==> src/rtl/sar_search_pkg.sv <==
// Shared definitions for the successive-approximation search controller:
// FSM state encoding and one-hot comparator flag codes ({lt, gt, eq}).
package sar_search_pkg;

  typedef enum logic [1:0] {
    IDLE   = 2'd0,
    SEARCH = 2'd1,
    DONE   = 2'd2
  } searchStateT;

  localparam logic [2:0] FLAG_EQ = 3'b001;
  localparam logic [2:0] FLAG_GT = 3'b010;
  localparam logic [2:0] FLAG_LT = 3'b100;

endpackage

==> src/rtl/sar_search_step.sv <==
// Combinational narrowing step: from the current bounds, probe and comparator
// flags it produces the next bounds and decides whether the search is over.
module sar_search_step
  import sar_search_pkg::*;
#(
  parameter int WIDTH = 4
) (
  input  logic [WIDTH-1:0] lo,
  input  logic [WIDTH-1:0] hi,
  input  logic [WIDTH-1:0] probe,
  input  logic [2:0]       flags,
  output logic [WIDTH-1:0] nextLo,
  output logic [WIDTH-1:0] nextHi,
  output logic             terminate,
  output logic             hit,
  output logic             illegal
);

  localparam logic [WIDTH-1:0] MAX_VAL = '1;

  // Edge probes terminate before the +1/-1 so the bounds can never wrap.
  always_comb begin
    nextLo    = lo;
    nextHi    = hi;
    terminate = 1'b0;
    hit       = 1'b0;
    illegal   = 1'b0;
    case (flags)
      FLAG_EQ: begin
        terminate = 1'b1;
        hit       = 1'b1;
      end
      FLAG_GT: begin
        if (probe == MAX_VAL) begin
          terminate = 1'b1;
        end else begin
          nextLo = probe + WIDTH'(1);
          if (nextLo > hi) terminate = 1'b1;
        end
      end
      FLAG_LT: begin
        if (probe == '0) begin
          terminate = 1'b1;
        end else begin
          nextHi = probe - WIDTH'(1);
          if (lo > nextHi) terminate = 1'b1;
        end
      end
      default: begin
        illegal   = 1'b1;
        terminate = 1'b1;
      end
    endcase
  end

endmodule

==> src/rtl/sar_search_ctrl.sv <==
// Binary-search controller driving an external magnitude comparator; probe and
// probe_valid decode from registered state, every other output is registered.
module sar_search_ctrl
  import sar_search_pkg::*;
#(
  parameter int WIDTH = 4
) (
  input  logic             clk,
  input  logic             rst_n,
  input  logic             start,
  output logic [WIDTH-1:0] probe,
  output logic             probe_valid,
  input  logic             cmp_valid,
  input  logic             cmp_eq,
  input  logic             cmp_gt,
  input  logic             cmp_lt,
  output logic             busy,
  output logic             done,
  output logic             found,
  output logic             err,
  output logic [WIDTH-1:0] result
);

  searchStateT      state;
  logic [WIDTH-1:0] lo;
  logic [WIDTH-1:0] hi;
  logic [WIDTH:0]   midSum;
  logic [WIDTH-1:0] nextLo;
  logic [WIDTH-1:0] nextHi;
  logic             terminate;
  logic             hit;
  logic             illegal;

  // One extra bit keeps lo+hi from overflowing before the halving.
  assign midSum      = {1'b0, lo} + {1'b0, hi};
  assign probe       = (state == SEARCH) ? midSum[WIDTH:1] : '0;
  assign probe_valid = (state == SEARCH);

  sar_search_step #(
    .WIDTH(WIDTH)
  ) stepInst (
    .lo       (lo),
    .hi       (hi),
    .probe    (probe),
    .flags    ({cmp_lt, cmp_gt, cmp_eq}),
    .nextLo   (nextLo),
    .nextHi   (nextHi),
    .terminate(terminate),
    .hit      (hit),
    .illegal  (illegal)
  );

  always_ff @(posedge clk or negedge rst_n) begin
    if (!rst_n) begin
      state  <= IDLE;
      lo     <= '0;
      hi     <= '0;
      busy   <= 1'b0;
      done   <= 1'b0;
      found  <= 1'b0;
      err    <= 1'b0;
      result <= '0;
    end else begin
      case (state)
        IDLE: begin
          done <= 1'b0;
          busy <= 1'b0;
          if (start) begin
            lo     <= '0;
            hi     <= '1;
            found  <= 1'b0;
            err    <= 1'b0;
            result <= '0;
            busy   <= 1'b1;
            state  <= SEARCH;
          end
        end
        SEARCH: begin
          if (cmp_valid) begin
            if (terminate) begin
              state <= DONE;
              done  <= 1'b1;
              found <= hit;
              err   <= illegal;
              if (hit) result <= probe;
            end else begin
              lo <= nextLo;
              hi <= nextHi;
            end
          end
        end
        DONE: begin
          done  <= 1'b0;
          busy  <= 1'b0;
          state <= IDLE;
        end
        default: state <= IDLE;
      endcase
    end
  end

endmodule

==> config.mk <==
export PLATFORM = sky130hd
export DESIGN_NAME = sar_search_ctrl
export DESIGN_NICKNAME = d
export VERILOG_FILES = /design/src/rtl/sar_search_pkg.sv /design/src/rtl/sar_search_step.sv /design/src/rtl/sar_search_ctrl.sv
export SDC_FILE = /design/constraint.sdc
export NUM_CORES = 1
export LEC_CHECK = 0
export ABC_AREA = 1
export ABC_CLOCK_PERIOD_IN_PS = 8240
export CAP_MARGIN = 20
export CELL_PAD_IN_SITES_DETAIL_PLACEMENT = 0
export CELL_PAD_IN_SITES_GLOBAL_PLACEMENT = 2
export CORE_UTILIZATION = 34
export DETAILED_ROUTE_END_ITERATION = 12
export PLACE_DENSITY = 0.89
export SETUP_SLACK_MARGIN = 0.4
export SLEW_MARGIN = 20
export SYNTH_ARGS = -nofsm -noshare
export SYNTH_HDL_FRONTEND = slang
export SYNTH_SLANG_ARGS = --single-unit
==> constraint.sdc <==
create_clock -name clk -period 8.24 [get_ports clk]
set_input_delay 1.648 -clock clk [delete_from_list [all_inputs] [get_ports clk]]
set_output_delay 1.648 -clock clk [all_outputs]
set_load 0.005 [all_outputs]
Word-level counts from Yosys, hierarchy flattened
Index checks and enable logic that the tools add are counted.

operators by class
  $add $sub $neg = 3
  $lt $le $gt $ge = 2
  eq/ne operators = 15
  multiplexer cells = 40
  reduce and logical (&&, ||, !) cells = 13

operators by type and width
  cell                                                                      count
  4-bit 2-to-1 mux                                                          14
  4-bit one-hot mux with 2 select lines                                     3
  1-bit 2-to-1 mux                                                          14
  6-bit AND reduction                                                       2
  2-bit by 1-bit inequality test with 1-bit output (second input constant)  5
  1-bit one-hot mux with 2 select lines                                     5
  4-bit greater-than comparator                                             2
  2-bit inequality test (second input constant)                             4
  2-bit 2-to-1 mux                                                          3
  3-bit AND reduction                                                       2
  2-bit nonzero test                                                        3
  4-bit by 4-bit adder with 5-bit output                                    1
  5-bit AND reduction                                                       1
  4-bit by 1-bit adder with 4-bit output (second input constant)            1
  4-bit == test (second input constant)                                     1
  4-bit logical NOT                                                         1
  2-bit one-hot mux with 2 select lines                                     1
  4-bit AND reduction                                                       1
  4-bit by 1-bit subtractor with 4-bit output (second input constant)       1
  3-bit by 1-bit == test with 1-bit output (second input constant)          1
  3-bit by 2-bit == test with 1-bit output (second input constant)          1
  3-bit == test (second input constant)                                     1
  3-bit OR reduction                                                        1
  2-bit by 1-bit == test with 1-bit output (second input constant)          1
  3 further kinds                                                           3

storage, ports and cells
  register bits after elaboration = 18
  input port bits = 7
  output and inout bits = 13

Logic depth before layout (Yosys ltp)
  depth after elaboration = 10
  gate-level depth with buffers = 22

Hierarchy
Synthesis repeated with hierarchy kept, for this count alone.

second synthesis, totals
  cell total of the unflattened synthesis = 189
  area, all modules = 1431.4 sq um

modules (own cells, without submodules)
  module           times used  cells an instance  area an instance (sq um)  sequential area each (sq um)
  sar_search_ctrl  1           105                953.4                     450.4
  sar_search_step  1           84                 478.0                     0.0

Worst setup path before layout
No wires, ideal clock.

  kind = reg-to-reg
  from = register lo[0]
  to = register lo[1]
  data arrival time = 2.961 ns
  path slack = 5.162 ns
  cell stages (with the launch flop) = 21
  path through = dfrtp_1 > nand2_1 > inv_1 > fa_1 > inv_1 > nor2_1 > inv_1 > ha_1 > inv_1 > xor2_1 > inv_1 > ha_1 > nand3_1 > o21ai_0 > nand2_2 > nand2_2 > nand3_4 > nand2_4 > nand3_4 > nand2_1 > nand2_1

on the way
  longest elaborated chain between the ends = 9
  elaborated cells on any way between the ends = 21
  those cells by class = add/sub (3); order compare (2); eq/ne (3); mux (11); reduce/logical (2)

RTL lines
  element                                                                                                       RTL line                                      source
  start: declaration                                                                                            sar_search_ctrl.sv:25                         logic [WIDTH-1:0] lo;
  start signal: assignment                                                                                      sar_search_ctrl.sv:87                         lo <= nextLo;
  4-bit by 4-bit adder with 5-bit output (*)                                                                    sar_search_ctrl.sv:35                         assign midSum = {1'b0, lo} + {1'b0, hi};
  4-bit 2-to-1 mux (*)                                                                                          sar_search_ctrl.sv:36                         assign probe = (state == SEARCH) ? midSum[WIDTH:1] : '0;
  named net probe[0]                                                                                            sar_search_ctrl.sv:11                         output logic [WIDTH-1:0] probe,
  4-bit by 1-bit subtractor with 4-bit output / 4-bit by 1-bit adder with 4-bit output (equally long branches)  sar_search_step.sv:45, sar_search_step.sv:37
  4-bit greater-than comparator, on equally long branches                                                       sar_search_step.sv:46, sar_search_step.sv:38
  1-bit 2-to-1 mux, on equally long branches                                                                    sar_search_step.sv:46, sar_search_step.sv:38
  1-bit 2-to-1 mux, on equally long branches                                                                    sar_search_step.sv:42, sar_search_step.sv:34
  1-bit one-hot mux with 2 select lines                                                                         sar_search_step.sv:28                         case (flags)
  2-bit inequality test (no line)                                                                               -
  6-bit AND reduction (no line)                                                                                 -

Mark *: on every way through the listed nets, which the timed path passes. The rest lies on a longest branch. The select of a mux whose other input is x is not followed.
A chain may end at the register's enable or synchronous reset.

Worst setup path after layout
  from = register state[0]
  to = output port probe[0]

on the way
  longest elaborated chain between the ends = 2

RTL lines
  element                                   RTL line               source
  start: declaration                        sar_search_ctrl.sv:24  searchStateT state;
  start signal: assignment                  sar_search_ctrl.sv:55  state <= IDLE;
  start signal: assignment                  sar_search_ctrl.sv:75  state <= SEARCH;
  start signal: assignment                  sar_search_ctrl.sv:81  state <= DONE;
  2-bit by 1-bit == test with 1-bit output  sar_search_ctrl.sv:36
  4-bit 2-to-1 mux                          sar_search_ctrl.sv:36
  end: declaration                          sar_search_ctrl.sv:11

No other way between the ends.

==> flow_summary.yaml <==
global_routing:
  grt_pass1_vias: 1192
  grt_usage_pct: 16.7
  grt-ovfl-total: 0
  grt_max_degree: 19
  grt_pass1_wl_um: 5400
  antenna_found_initial: 0
die:
  initial_core_util_pct: 36.3
  fp.dieH_um: 65.2
  die_w_um: 65.2
  die-area_um2: 4260
  num_io_pins: 20
  fp.coreArea_um2: 3740
  rows: 22
clock_tree:
  htreeDepth: 1
  numCtsBuffers: 3
  cts_resized: 0
  postCtsSetupRepairBufs: 0
  cts.sinks: 18
  ctsHoldBuffers: 0
  insertion_delay_ns: 0.26
  clk_path_buf_depth: 2
  cts.reportedPaths.clkPinSlew_ns: 0.07
  clk_root_buffer_cell: "clkbuf_8"
  cts_tree: "built"
synth:
  yosysSeqAreaShare_pct: 33.1
  synth_nets: 191
  yosysWarningCount: 0
  ys_ff_latch: 18
  synth.avg_cell_area_um2: 8.00
  ys_types: 24
  syn_area_um2: 1360
  synthCells: 170
place:
  preCtsSetupSlack_ns: 4.67
  placed_cells: 236
  place.gp.congestion: 0.814
  hpwl_um: 2540
  io_buffers: 19
timing:
  skew_ns: 0.00159
  slew_viol_final: 0
  finalSetupTns_ns: 0
  worst_pin_slew_ns: 0.835
  fin_crit_sh_pct: 46.4
  min_period_ns: 3.83
  timing.fmax_mhz: 261
  finalSetupViolCount: 0
  hold_viol: 0
  rsz0062_at_grt: "false"
  max_slew_margin_pct: 44.2
  fin_ws_ns: 4.41
power:
  p_seq_share_pct: 22.4
  vdd_drop_max_mv: 0.150
  power.leakage_uw: 0.000863
  power.density_nw_per_um2: 426
  clockPowerShare_pct: 9.0
  p_int_uw: 350
  p_switching_uw: 350
  comb_power_share_pct: 68.6
  swShare_pct: 50.0
  fin_total_pwr_uw: 699
layout:
  final_nets: 214
  layout_common_cells: "46 x nand2_1, 24 x inv_1, 19 x clkdlybuf4s50_1"
  final_cells: 239
  final_common_cell: "nand2_1"
  antenna_cells: 0
  fin_util_pct: 43.8
  drive_gt1_share_pct: 11.5
  syn_to_final_growth_pct: 20.6
detailed_routing:
  route.vias.total: 1214
  drtIter0Drc: 50
  avgRoutedWirePerCell_um: 13.3
  ant_nets: 0
  viasPerCell: 5.08
  dr.pass1.iters: 4
  drc: 0
  drt-total-wl_um: 3190
worst_setup_path:
  endpoint: "probe[0]"
  timing.rr.start: "state[0]$_DFFE_PN0P_"
  reg2reg_slack_ns: 4.69
  startpoint: "state[0]$_DFFE_PN0P_"
  cp_max_fo: 11
  r2r-end: "hi[1]$_DFFE_PN0P_"
  cp-start-kind: "register"
  worstPathRequired_ns: 6.59
  critical_path_class: "register to output port"
  crit_arrival_ns: 2.18
  rr_worst_depth: 19
  end_kind: "output port"
job:
  drv_cap: 0
run_status:
  outcome: "complete, no violations"
min_path:
  hp-start: "busy$_DFFE_PN0N_"
  hold_class: "register to register"
==> synthesized netlist by cell type <==
cell / number / area share, %
nand3_4: 4 / 5.2
o211ai_1: 2 / 1.1
a21oi_2: 1 / 0.64
nor3_1: 3 / 1.1
ha_1: 13 / 12
xor2_1: 4 / 2.6
nand3_2: 3 / 2.2
o21a_1: 1 / 0.55
or2_2: 1 / 0.46
nand2_2: 5 / 2.3
dfrtp_1: 18 / 33
nor2_4: 2 / 1.7
nand2_4: 1 / 0.83
a21oi_1: 5 / 1.8
inv_1: 24 / 6.6
nor2_1: 6 / 1.7
nand4_1: 8 / 3.7
nand3_1: 10 / 3.7
o21ai_0: 7 / 2.6
nand2_1: 46 / 13
inv_2: 2 / 0.55
fa_1: 1 / 1.5
o21ai_1: 2 / 0.74
buf_6: 1 / 0.83
==> kinds of logic (layout without fill, tap and decap cells) <==
| kind of cell | after synthesis | after routing | share of synthesized area, % |
|---|---|---|---|
| AO/OA/AOI/OAI | 18 | 18 | 7.45 |
| XOR/XNOR | 4 | 4 | 2.58 |
| adder cells (fa/ha/maj) | 14 | 14 | 13.4 |
| buffers and inverters | 27 | 48 | 8.00 |
| flip-flops | 18 | 18 | 33.1 |
| AND/OR/NAND/NOR | 89 | 89 | 35.4 |
==> layer usage <==
metal | up-vias | GRT usage, % | part of all wire (%)
met1 | 569 | 21.3 | 45
met3 | 6 | 4.34 | 5.1
met4 | 0 | 6.79 | 1.5
met5 | - | 0 | 0
met2 | 35 | 26.7 | 48
li1 | 604 | - | -
==> worst min-delay path by stage <==
stage               slack, ns               endpoint  cells past startpoint
floorplan                0.46      lo[0]$_DFFE_PN0P_                      2
global placement         0.47       busy$_DFFE_PN0N_                      2
detailed placement       0.48  result[3]$_DFFE_PN0P_                      2
CTS                      0.50  result[3]$_DFFE_PN0P_                      2
global route             0.52  result[3]$_DFFE_PN0P_                      2
finish                   0.48       busy$_DFFE_PN0N_                      2
==> state kept, by name, indices dropped and copies added (netlist names) <==
name / flops
result: 4
err: 1
done: 1
found: 1
lo: 4
state: 2
busy: 1
hi: 4
==> worst max-delay path, stage by stage, from the launching register on <==
cell and delay [ns]:
dfrtp_1 0.46, inv_2 0.07, nor2_4 0.30, inv_1 0.24, nor2_1 0.29, clkdlybuf4s50_1 0.56
==> layout make-up <==
cell class	count	area [um2]
Clock buffer	3	41.3
Fill cell	399	2100
Inverter	26	97.6
Multi-Input combinational cell	125	801
Sequential cell	18	450
Tap cell	48	60.1
Timing Repair Buffer	19	190
==> power by group through the flow <==
stage	clock [uW]	sequential, uW	combinational, uW
global placement	0	158	478
CTS	65.4	157	483
floorplan	0	152	339
finish	63.1	157	480
global route	68.9	161	548
detailed placement	0	159	481
==> metrics by stage <==
step           hold WS, ns  area [um2]
2_1_floorplan        0.463        1360
4_1_cts              0.496        1640
6_report             0.484        1640
3_3_place_gp         0.466        1600
5_1_grt              0.516        1640
3_5_place_dp         0.478        1600
No activity file was read; power rests on OpenSTA's default activity.
